### src/rtl/spi_mem_pkg.sv
// Shared definitions for the SPI command/data memory stage: opcodes and FSM states.
package spi_mem_pkg;

  localparam logic [1:0] CMD_WR_ADDR = 2'b00;
  localparam logic [1:0] CMD_WR_DATA = 2'b01;
  localparam logic [1:0] CMD_RD_ADDR = 2'b10;
  localparam logic [1:0] CMD_RD_DATA = 2'b11;

  typedef enum logic {
    IDLE    = 1'b0,
    RD_HOLD = 1'b1
  } state_t;

endpackage

### src/rtl/spi_mem_ctrl_if.sv
// Word-level link between the SPI slave (master side) and spi_mem_ctrl (slave side).
// Optional macro MEM_PARITY_EN adds the par_err signal.
interface spi_mem_ctrl_if;
  logic [9:0] din;
  logic       rx_valid;
  logic [7:0] dout;
  logic       tx_valid;
  logic [7:0] cmd_cnt;
`ifdef MEM_PARITY_EN
  logic       par_err;

  modport master (output din, rx_valid, input dout, tx_valid, cmd_cnt, par_err);
  modport slave  (input din, rx_valid, output dout, tx_valid, cmd_cnt, par_err);
`else
  modport master (output din, rx_valid, input dout, tx_valid, cmd_cnt);
  modport slave  (input din, rx_valid, output dout, tx_valid, cmd_cnt);
`endif
endinterface

### src/rtl/spi_mem_array.sv
// Single-port synchronous storage, MEM_DEPTH x 8 with a registered read port.
// Optional macro MEM_PARITY_EN adds a per-word parity bit, a written flag and a
// registered parity-error pulse aligned with the read data.
module spi_mem_array #(
  parameter int ADDR_SIZE = 8,
  parameter int MEM_DEPTH = 256
) (
  input  logic                 clk,
  input  logic                 rst_n,
  input  logic                 we,
  input  logic                 re,
  input  logic [ADDR_SIZE-1:0] addr,
  input  logic [7:0]           wdata,
`ifdef MEM_PARITY_EN
  output logic                 par_err,
`endif
  output logic [7:0]           rdata
);

  logic [7:0] mem [MEM_DEPTH];

  // Data array: not reset, contents survive rst_n.
  always_ff @(posedge clk) begin
    if (we) mem[addr] <= wdata;
  end

  // Read register: only updates on a read, so the word stays put while it is shifted out.
  always_ff @(posedge clk or negedge rst_n) begin
    if (!rst_n)  rdata <= 8'h00;
    else if (re) rdata <= mem[addr];
  end

`ifdef MEM_PARITY_EN
  logic                 par_bits [MEM_DEPTH];
  logic [MEM_DEPTH-1:0] written;

  // Parity bit travels with the data word; no reset, like the data.
  always_ff @(posedge clk) begin
    if (we) par_bits[addr] <= ^wdata;
  end

  // Written flags gate the check so power-up garbage never raises an error.
  always_ff @(posedge clk or negedge rst_n) begin
    if (!rst_n)  written <= '0;
    else if (we) written[addr] <= 1'b1;
  end

  // One-cycle error pulse, coincident with the rdata update.
  always_ff @(posedge clk or negedge rst_n) begin
    if (!rst_n) par_err <= 1'b0;
    else        par_err <= re && written[addr] && (par_bits[addr] != ^mem[addr]);
  end
`endif

endmodule

### src/rtl/spi_mem_ctrl.sv
// Command decoder behind the SPI slave: edge-detects rx_valid, keeps auto-incrementing
// write/read address registers, a command counter and the IDLE/RD_HOLD FSM that drives
// tx_valid. Optional macro MEM_PARITY_EN enables per-word parity checking (par_err).
module spi_mem_ctrl
  import spi_mem_pkg::*;
#(
  parameter int ADDR_SIZE = 8,
  parameter int MEM_DEPTH = 256
) (
  input  logic           clk,
  input  logic           rst_n,
  spi_mem_ctrl_if.slave  bus
);

  logic                 rx_valid_q;
  logic                 accept;
  logic [1:0]           opc;
  logic [ADDR_SIZE-1:0] wr_addr, rd_addr, mem_addr;
  logic [7:0]           cnt;
  logic                 we, re;
  state_t               state, nxt_state;

  assign opc      = bus.din[9:8];
  assign accept   = bus.rx_valid && !rx_valid_q;
  assign we       = accept && (opc == CMD_WR_DATA);
  assign re       = accept && (opc == CMD_RD_DATA);
  assign mem_addr = (opc == CMD_RD_DATA) ? rd_addr : wr_addr;

  // Rising-edge detect: a level held for many cycles is one command.
  always_ff @(posedge clk or negedge rst_n) begin
    if (!rst_n) rx_valid_q <= 1'b0;
    else        rx_valid_q <= bus.rx_valid;
  end

  // Address registers; the natural ADDR_SIZE-bit wrap matches MEM_DEPTH.
  always_ff @(posedge clk or negedge rst_n) begin
    if (!rst_n) begin
      wr_addr <= '0;
      rd_addr <= '0;
    end else if (accept) begin
      case (opc)
        CMD_WR_ADDR: wr_addr <= bus.din[ADDR_SIZE-1:0];
        CMD_WR_DATA: wr_addr <= wr_addr + 1'b1;
        CMD_RD_ADDR: rd_addr <= bus.din[ADDR_SIZE-1:0];
        default:     rd_addr <= rd_addr + 1'b1;
      endcase
    end
  end

  // Accepted-command counter, free-running wrap at 255.
  always_ff @(posedge clk or negedge rst_n) begin
    if (!rst_n)      cnt <= 8'd0;
    else if (accept) cnt <= cnt + 8'd1;
  end

  // FSM state register.
  always_ff @(posedge clk or negedge rst_n) begin
    if (!rst_n) state <= IDLE;
    else        state <= nxt_state;
  end

  // Next state: any RD_DATA enters/stays in RD_HOLD, any other command leaves it.
  always_comb begin
    nxt_state = state;
    if (accept) nxt_state = (opc == CMD_RD_DATA) ? RD_HOLD : IDLE;
  end

  assign bus.tx_valid = (state == RD_HOLD);
  assign bus.cmd_cnt  = cnt;

  spi_mem_array #(
    .ADDR_SIZE (ADDR_SIZE),
    .MEM_DEPTH (MEM_DEPTH)
  ) u_array (
    .clk     (clk),
    .rst_n   (rst_n),
    .we      (we),
    .re      (re),
    .addr    (mem_addr),
    .wdata   (bus.din[7:0]),
`ifdef MEM_PARITY_EN
    .par_err (bus.par_err),
`endif
    .rdata   (bus.dout)
  );

endmodule

### src/flat_wrapper.sv
// flat-port wrapper written by rule: the top's interface ports become plain ports
module spi_mem_ctrl_flat import spi_mem_pkg::*;
#(
  parameter int ADDR_SIZE = 8,
  parameter int MEM_DEPTH = 256
)
  (clk, rst_n, bus_din, bus_rx_valid, bus_dout, bus_tx_valid, bus_cmd_cnt);
  spi_mem_ctrl_if bus_i ();
  input  logic clk;
  input  logic rst_n;
  input wire logic [$bits(bus_i.din)-1:0] bus_din;
  input wire logic [$bits(bus_i.rx_valid)-1:0] bus_rx_valid;
  output wire logic [$bits(bus_i.dout)-1:0] bus_dout;
  output wire logic [$bits(bus_i.tx_valid)-1:0] bus_tx_valid;
  output wire logic [$bits(bus_i.cmd_cnt)-1:0] bus_cmd_cnt;
  assign bus_i.din = bus_din;
  assign bus_i.rx_valid = bus_rx_valid;
  assign bus_dout = bus_i.dout;
  assign bus_tx_valid = bus_i.tx_valid;
  assign bus_cmd_cnt = bus_i.cmd_cnt;
  spi_mem_ctrl #(.ADDR_SIZE(ADDR_SIZE), .MEM_DEPTH(MEM_DEPTH)) u_core (.clk(clk), .rst_n(rst_n), .bus(bus_i));
endmodule
### config.mk
export PLATFORM = sky130hd
export DESIGN_NAME = spi_mem_ctrl_flat
export DESIGN_NICKNAME = d
export VERILOG_FILES = /design/src/rtl/spi_mem_pkg.sv /design/src/rtl/spi_mem_ctrl_if.sv /design/src/rtl/spi_mem_array.sv /design/src/rtl/spi_mem_ctrl.sv /design/src/flat_wrapper.sv
export SDC_FILE = /design/constraint.sdc
export NUM_CORES = 2
export LEC_CHECK = 0
export CAP_MARGIN = 20
export CORE_MARGIN = 2
export CORE_UTILIZATION = 30
export DETAILED_ROUTE_END_ITERATION = 16
export PLACE_DENSITY_LB_ADDON = 0.3
export SETUP_SLACK_MARGIN = 0.4
export SYNTH_ARGS = -nofsm -noshare
export SYNTH_HDL_FRONTEND = slang
export SYNTH_HIERARCHICAL = 1
export SYNTH_SLANG_ARGS = --single-unit
### constraint.sdc
create_clock -name clk -period 3.15 [get_ports clk]
set_input_delay 0.315 -clock clk [delete_from_list [all_inputs] [get_ports clk]]
set_output_delay 0.315 -clock clk [all_outputs]
set_load 0.05 [all_outputs]
* Yosys cells after proc, flatten, opt, wreduce, memory -nomap -nowiden
Memories as Yosys holds them, arrays and structs flattened. A register that Yosys moved wholly into a read port is not among the register bits.
Index checks and enable logic that the tools add are counted.
** Storage, ports and cells
- RAM bits :: 2048
- Bits in registers :: 26
- Input port bits :: 13
- Word-level logic and storage cells :: 29
- Output and inout port bits :: 17
- Memories kept :: 1
** Memories
- u_core.u_array.mem :: words 256, bits a word 8, read ports 1, clocked after memory_dff 1, wr ports 1, line spi_mem_array.sv:20 : logic [7:0] mem [MEM_DEPTH];
** Operators by class
- Equality and inequality tests :: 3
- Bitwise logic cells :: 1
- $add $sub $neg :: 3
- Multiplexer cells :: 6
- Reductions and logical operators :: 10
** Operators with widths (number)
- 8-bit case mux with 2 select lines :: 2
- 8-bit by 1-bit adder with 8-bit output, second input constant :: 3
- 8-bit two-way mux :: 1
- 2-bit == test, second input constant :: 2
- 2-bit AND reduction :: 2
- 1-bit logical AND :: 3
- 1-bit two-way mux :: 3
- 2-bit by 1-bit == test with 1-bit output, second input constant :: 1
- 1-bit logical NOT :: 2
- 2-bit logical NOT :: 1
- 2-bit nonzero test :: 1
- 2-bit OR reduction :: 1
- 1-bit inverter :: 1

* Depth between registers and ports, before layout
- Word-level depth :: 5
- Depth in mapped cells :: 15
- Depth with buffers taken out :: 9

* Hierarchy
Netlist, hierarchy kept.
** Modules (own cells, without submodules)
- spi_mem_array :: seq. area each 61699.2 sq um, times used 1, area each 79532.5 sq um, cells an instance 3591
- spi_mem_ctrl :: seq. area each 650.6 sq um, times used 1, area each 1470.2 sq um, cells an instance 152

* Worst setup path before layout
No wires, ideal clock.
- Path kind :: in2reg
- Start point :: input port bus_din[8]
- End point :: memory u_core.u_array.mem[144][0] (enable)
- Stages on the path :: 13
- Data required time :: 2.780 ns
- Setup slack :: -0.378 ns
- Data arrival time :: 3.158 ns
- Setup time :: 0.370 ns
- Path buffers :: 8
- Cells stage by stage :: buf_2 -> nand2_1 -> mux2_2 -> buf_6 -> buf_6 -> buf_6 -> buf_4 -> buf_6 -> buf_2 -> or2_2 -> clkbuf_1 -> or2_2 -> nor2_1
** On the way
- Elaborated cells on any way between the ends :: 6
- Classes of those cells :: eq/ne (2); mux (3); reduce/logical (1)
** RTL lines
- start: declaration :: line flat_wrapper.sv:11 : input wire logic [$bits(bus_i.din)-1:0] bus_din;
- 2-bit == test :: line spi_mem_ctrl.sv:27 : assign mem_addr = (opc == CMD_RD_DATA) ? rd_addr : wr_addr;
- 8-bit two-way mux :: line spi_mem_ctrl.sv:27
- named net u_core.mem_addr[0] :: line spi_mem_ctrl.sv:18 : logic [ADDR_SIZE-1:0] wr_addr, rd_addr, mem_addr;
- end: declaration :: line spi_mem_array.sv:20
The timed path passes the listed nets, and every way through them passes these cells.

* Final worst setup path
- Start point :: register u_core.wr_addr[0]
- End point :: register u_core.u_array.rdata[3] (read register of u_core.u_array.mem)
** On the way
- Word-level cells in the longest chain between the ends :: 1
** RTL lines
- start: declaration :: line spi_mem_ctrl.sv:18
- start signal: assignment :: line spi_mem_ctrl.sv:42 : CMD_WR_ADDR: wr_addr <= bus.din[ADDR_SIZE-1:0];
- start signal: assignment :: line spi_mem_ctrl.sv:43 : CMD_WR_DATA: wr_addr <= wr_addr + 1'b1;
- 8-bit two-way mux :: line spi_mem_ctrl.sv:27
- end: declaration :: line spi_mem_array.sv:17 : output logic [7:0] rdata
No other way between the ends.
A chain may end at the register's enable or synchronous reset.

==> reports/metrics.yaml <==
layout:
  layout_common_cells: "edfxtp_1, buf_4, mux4_2"
  utilization_pct: 38.0
  syn_to_final_growth_pct: 25.8
  layout_commonest_cell: "edfxtp_1"
  nNetsFinal: 4691
  drive_gt1_share_pct: 40.6
yosys:
  synthFlopType: "edfxtp_1"
  synthTopCellsByArea: "edfxtp_1, mux4_2, nor2_1"
  synth.distinct_cells: 62
  syn-cell-area_um2: 81000
  ys_async_sr_fraction_pct: 1.63
  syn_inst: 3743
  ys_seq_area_share_pct: 77.0
  yosysWarnings: 6
  synth_seq_cells: 2082
  mappedNetlistNets: 3759
  netlist.top_cell.by_area: "edfxtp_1"
  avgSynthCellArea_um2: 21.6
  synth_top_area_share_pct: 75.9
  synth_edf_count: 2048
critical_path:
  criticalPathCategory: "reg -> reg"
  cp_cell_sequence: "buf_4 > mux2_4 > buf_12 > buf_12 > buf_8 > mux4_2 > a221oi_2 > a31oi_1 > buf_4 > a311oi_4 > buf_4 > o32ai_2"
  ff2ff_path_depth: 12
  arrival_ps: 3980
  worstPathMaxFanout: 8
  cp.required_ps: 3870
  cpMostUsedCell: "buf_4"
  cp-end-kind: "flip-flop"
  worstSetupStartpointType: "flip-flop"
  slowest_delay_ps: 480
  crit_path_top_delay_cell: "dfrtp_2"
floorplan:
  die_area_um2: 274000
  start_util_pct: 30.2
  placementRows: 190
  pin_count: 30
  fp.dieW_um: 524
  core_um2: 268000
  die_h_um: 524
pwr:
  p_per_area_nw_per_um2: 665
  p_leak_nw: 32.5
  ir_worst_vdd_v: 0.000501
  finalPower_w: 0.0677
sta:
  fin_skew_ps: 32.2
  rsz0062_at_grt: "true"
  relSlewSlack_pct: 39.8
  fmax_mhz: 307
  drv_slew: 0
  period_minus_slack_ps: 3260
  layout_setup_ws_ps: -112
  tns_ps: -456
  finalSetupViolations: 8
  worst_pin_slew_ps: 904
  finalHoldViolations: 0
  fin_crit_sh_pct: 104
route:
  wl_met3_mm: 15.1
  wl_per_cell_um: 27.2
  wl_met2_mm: 110
  drtIter0Drc: 4703
  num_vias: 42400
  avgViaCountPerCell: 5.04
  totalWireLength_mm: 228
  wl_met1_mm: 97.7
  ant_nets: 0
  drc: 0
  highest_layer: "met5"
  dr.pass1.iters: 5
grt:
  grt_max_degree: 107
  grt_pass1_vias: 43100
  grt.total_usage_pct: 16.5
  grt_pass1_wl_mm: 326
  grt_antenna_before_repair: 9
  overflow: 0
clocking:
  cts.path.max_buffers: 3
  cts_root_buffer: "clkbuf_16"
  cts_tree: "done"
  cts_sinks: 2082
  h-tree-depth: 4
  numCtsBuffers: 210
  clk_pin_slew_ps: 60
  insertion_delay_ps: 840
status:
  status: "finished with violations"
  violations: "setup timing"
placement:
  hpwl_mm: 148
  gp_congestion: 0.847
  port_buffers: 29
hold_path:
  hold_path_depth: 1
  hp-class: "in -> reg"
run:
  cap_violations: 0
-- critical path, delay by kind of cell, from the launching register on --
kind / cells / cell delay (ps)
mux: 2 / 830
flops: 1 / 480
buf+inv: 6 / 980
compound gates: 4 / 810
-- synthesized netlist by cell type (all sizes together), types with 4 or more instances --
| library cell | number |
|---|---|
| mux4 | 534 |
| o32ai | 6 |
| dfrtp | 34 |
| xnor2 | 4 |
| or2 | 5 |
| nand3 | 26 |
| nand2b | 13 |
| o22a | 19 |
| o31ai | 5 |
| nor2b | 33 |
| a41oi | 4 |
| buf | 144 |
| a21oi | 27 |
| o21ai | 30 |
| a22o | 5 |
| a22oi | 53 |
| nand4 | 12 |
| nor2 | 250 |
| o221ai | 16 |
| or3 | 5 |
| nor3 | 63 |
| mux2 | 13 |
| nand2 | 72 |
| nand3b | 4 |
| inv | 6 |
| and3 | 6 |
| o22ai | 73 |
| mux2i | 86 |
| nor4 | 8 |
| edfxtp | 2048 |
| a211oi | 15 |
| clkbuf | 77 |
| and2 | 10 |
-- timing repair --
action | 4_1_cts | 5_1_grt
endpoints found under the hold margin | 137 | 12
setup buffers | 24 | 11
cloned | 12 | 0
pin swaps | 19 | 30
hold buffers | 5 | 2
endpoints found under the setup margin | 922 | 518
resized for setup | 154 | 113
-- metrics by stage --
step	instance area (um^2)	instances	setup slack (ps)	hold slack (ps)
after floorplan	81700	3743	17.6	19.4
after CTS	101000	8385	-90.3	2.08
after global placement	93300	7960	-1230	461
final	102000	8404	-112	39.5
after global routing	102000	8401	-138	35.0
after detailed placement	93300	7960	-1180	465
-- sequential cells by signal, indices dropped and copies added (netlist names) --
name / cells
u_core/u_array/mem: 2048
u_core/bus.cmd_cnt: 8
u_core/rd_addr: 8
u_core/u_array/rdata: 8
u_core/wr_addr: 8
u_core/bus.tx_valid: 1
u_core/rx_valid_q: 1
-- cell type report --
type	instances	area [um^2]
diodes	5	12.5
clock buffers	260	5510
clock inverters	124	1240
fillers	24300	166000
inverters	6	22.5
multi-input cells	1438	18800
flip-flops and latches	2082	62400
well taps	3552	4440
repair buffers	937	9510
-- power breakdown --
group / leakage (nW) / switching, W / internal (W) / total, W
Clock: 3.28 / 0.0106 / 0.0140 / 0.0246
Sequential: 18.8 / 0.000264 / 0.0305 / 0.0308
Combinational: 10.4 / 0.00651 / 0.00581 / 0.0123
-- metal layers --
layer / vias to the layer above / global-route usage (%)
met3: 284 / 2.78
met5: - / 0
met1: 22900 / 23.1
met2: 1425 / 26.9
met4: 2 / 4.07
li1: 17700 / -
-- cell families (layout without fill, tap and decap cells) --
| group | Yosys count | after routing | share of synthesized area (%) |
|---|---|---|---|
| other cells | 0 | 5 | 0 |
| fa+ha+maj | 3 | 3 | 0.0463 |
| buf+inv | 227 | 1327 | 1.54 |
| mux | 633 | 637 | 16.1 |
| simple gates | 515 | 515 | 2.91 |
| flops | 2082 | 2082 | 77.0 |
| compound gates | 276 | 276 | 2.37 |
| xor+xnor | 7 | 7 | 0.0757 |
-- final timing paths --
| kind | to | start | slack, ps |
|---|---|---|---|
| setup / recovery | u_core/u_array/rdata[3] | u_core/wr_addr[0] | -110 |
| hold / removal | u_core/u_array/mem[62][5] | bus_din[5] | 40 |
| setup reg to reg | u_core/u_array/rdata[3] | u_core/wr_addr[0] | -110 |
| hold reg to reg | u_core/bus.cmd_cnt[7] | u_core/bus.cmd_cnt[7] | 470 |
| max in group asynchronous | u_core/u_array/rdata[0] | rst_n | 2220 |
| min in group asynchronous | u_core/bus.cmd_cnt[3] | rst_n | 430 |
Note: power is estimated with default switching activity, not from simulation.
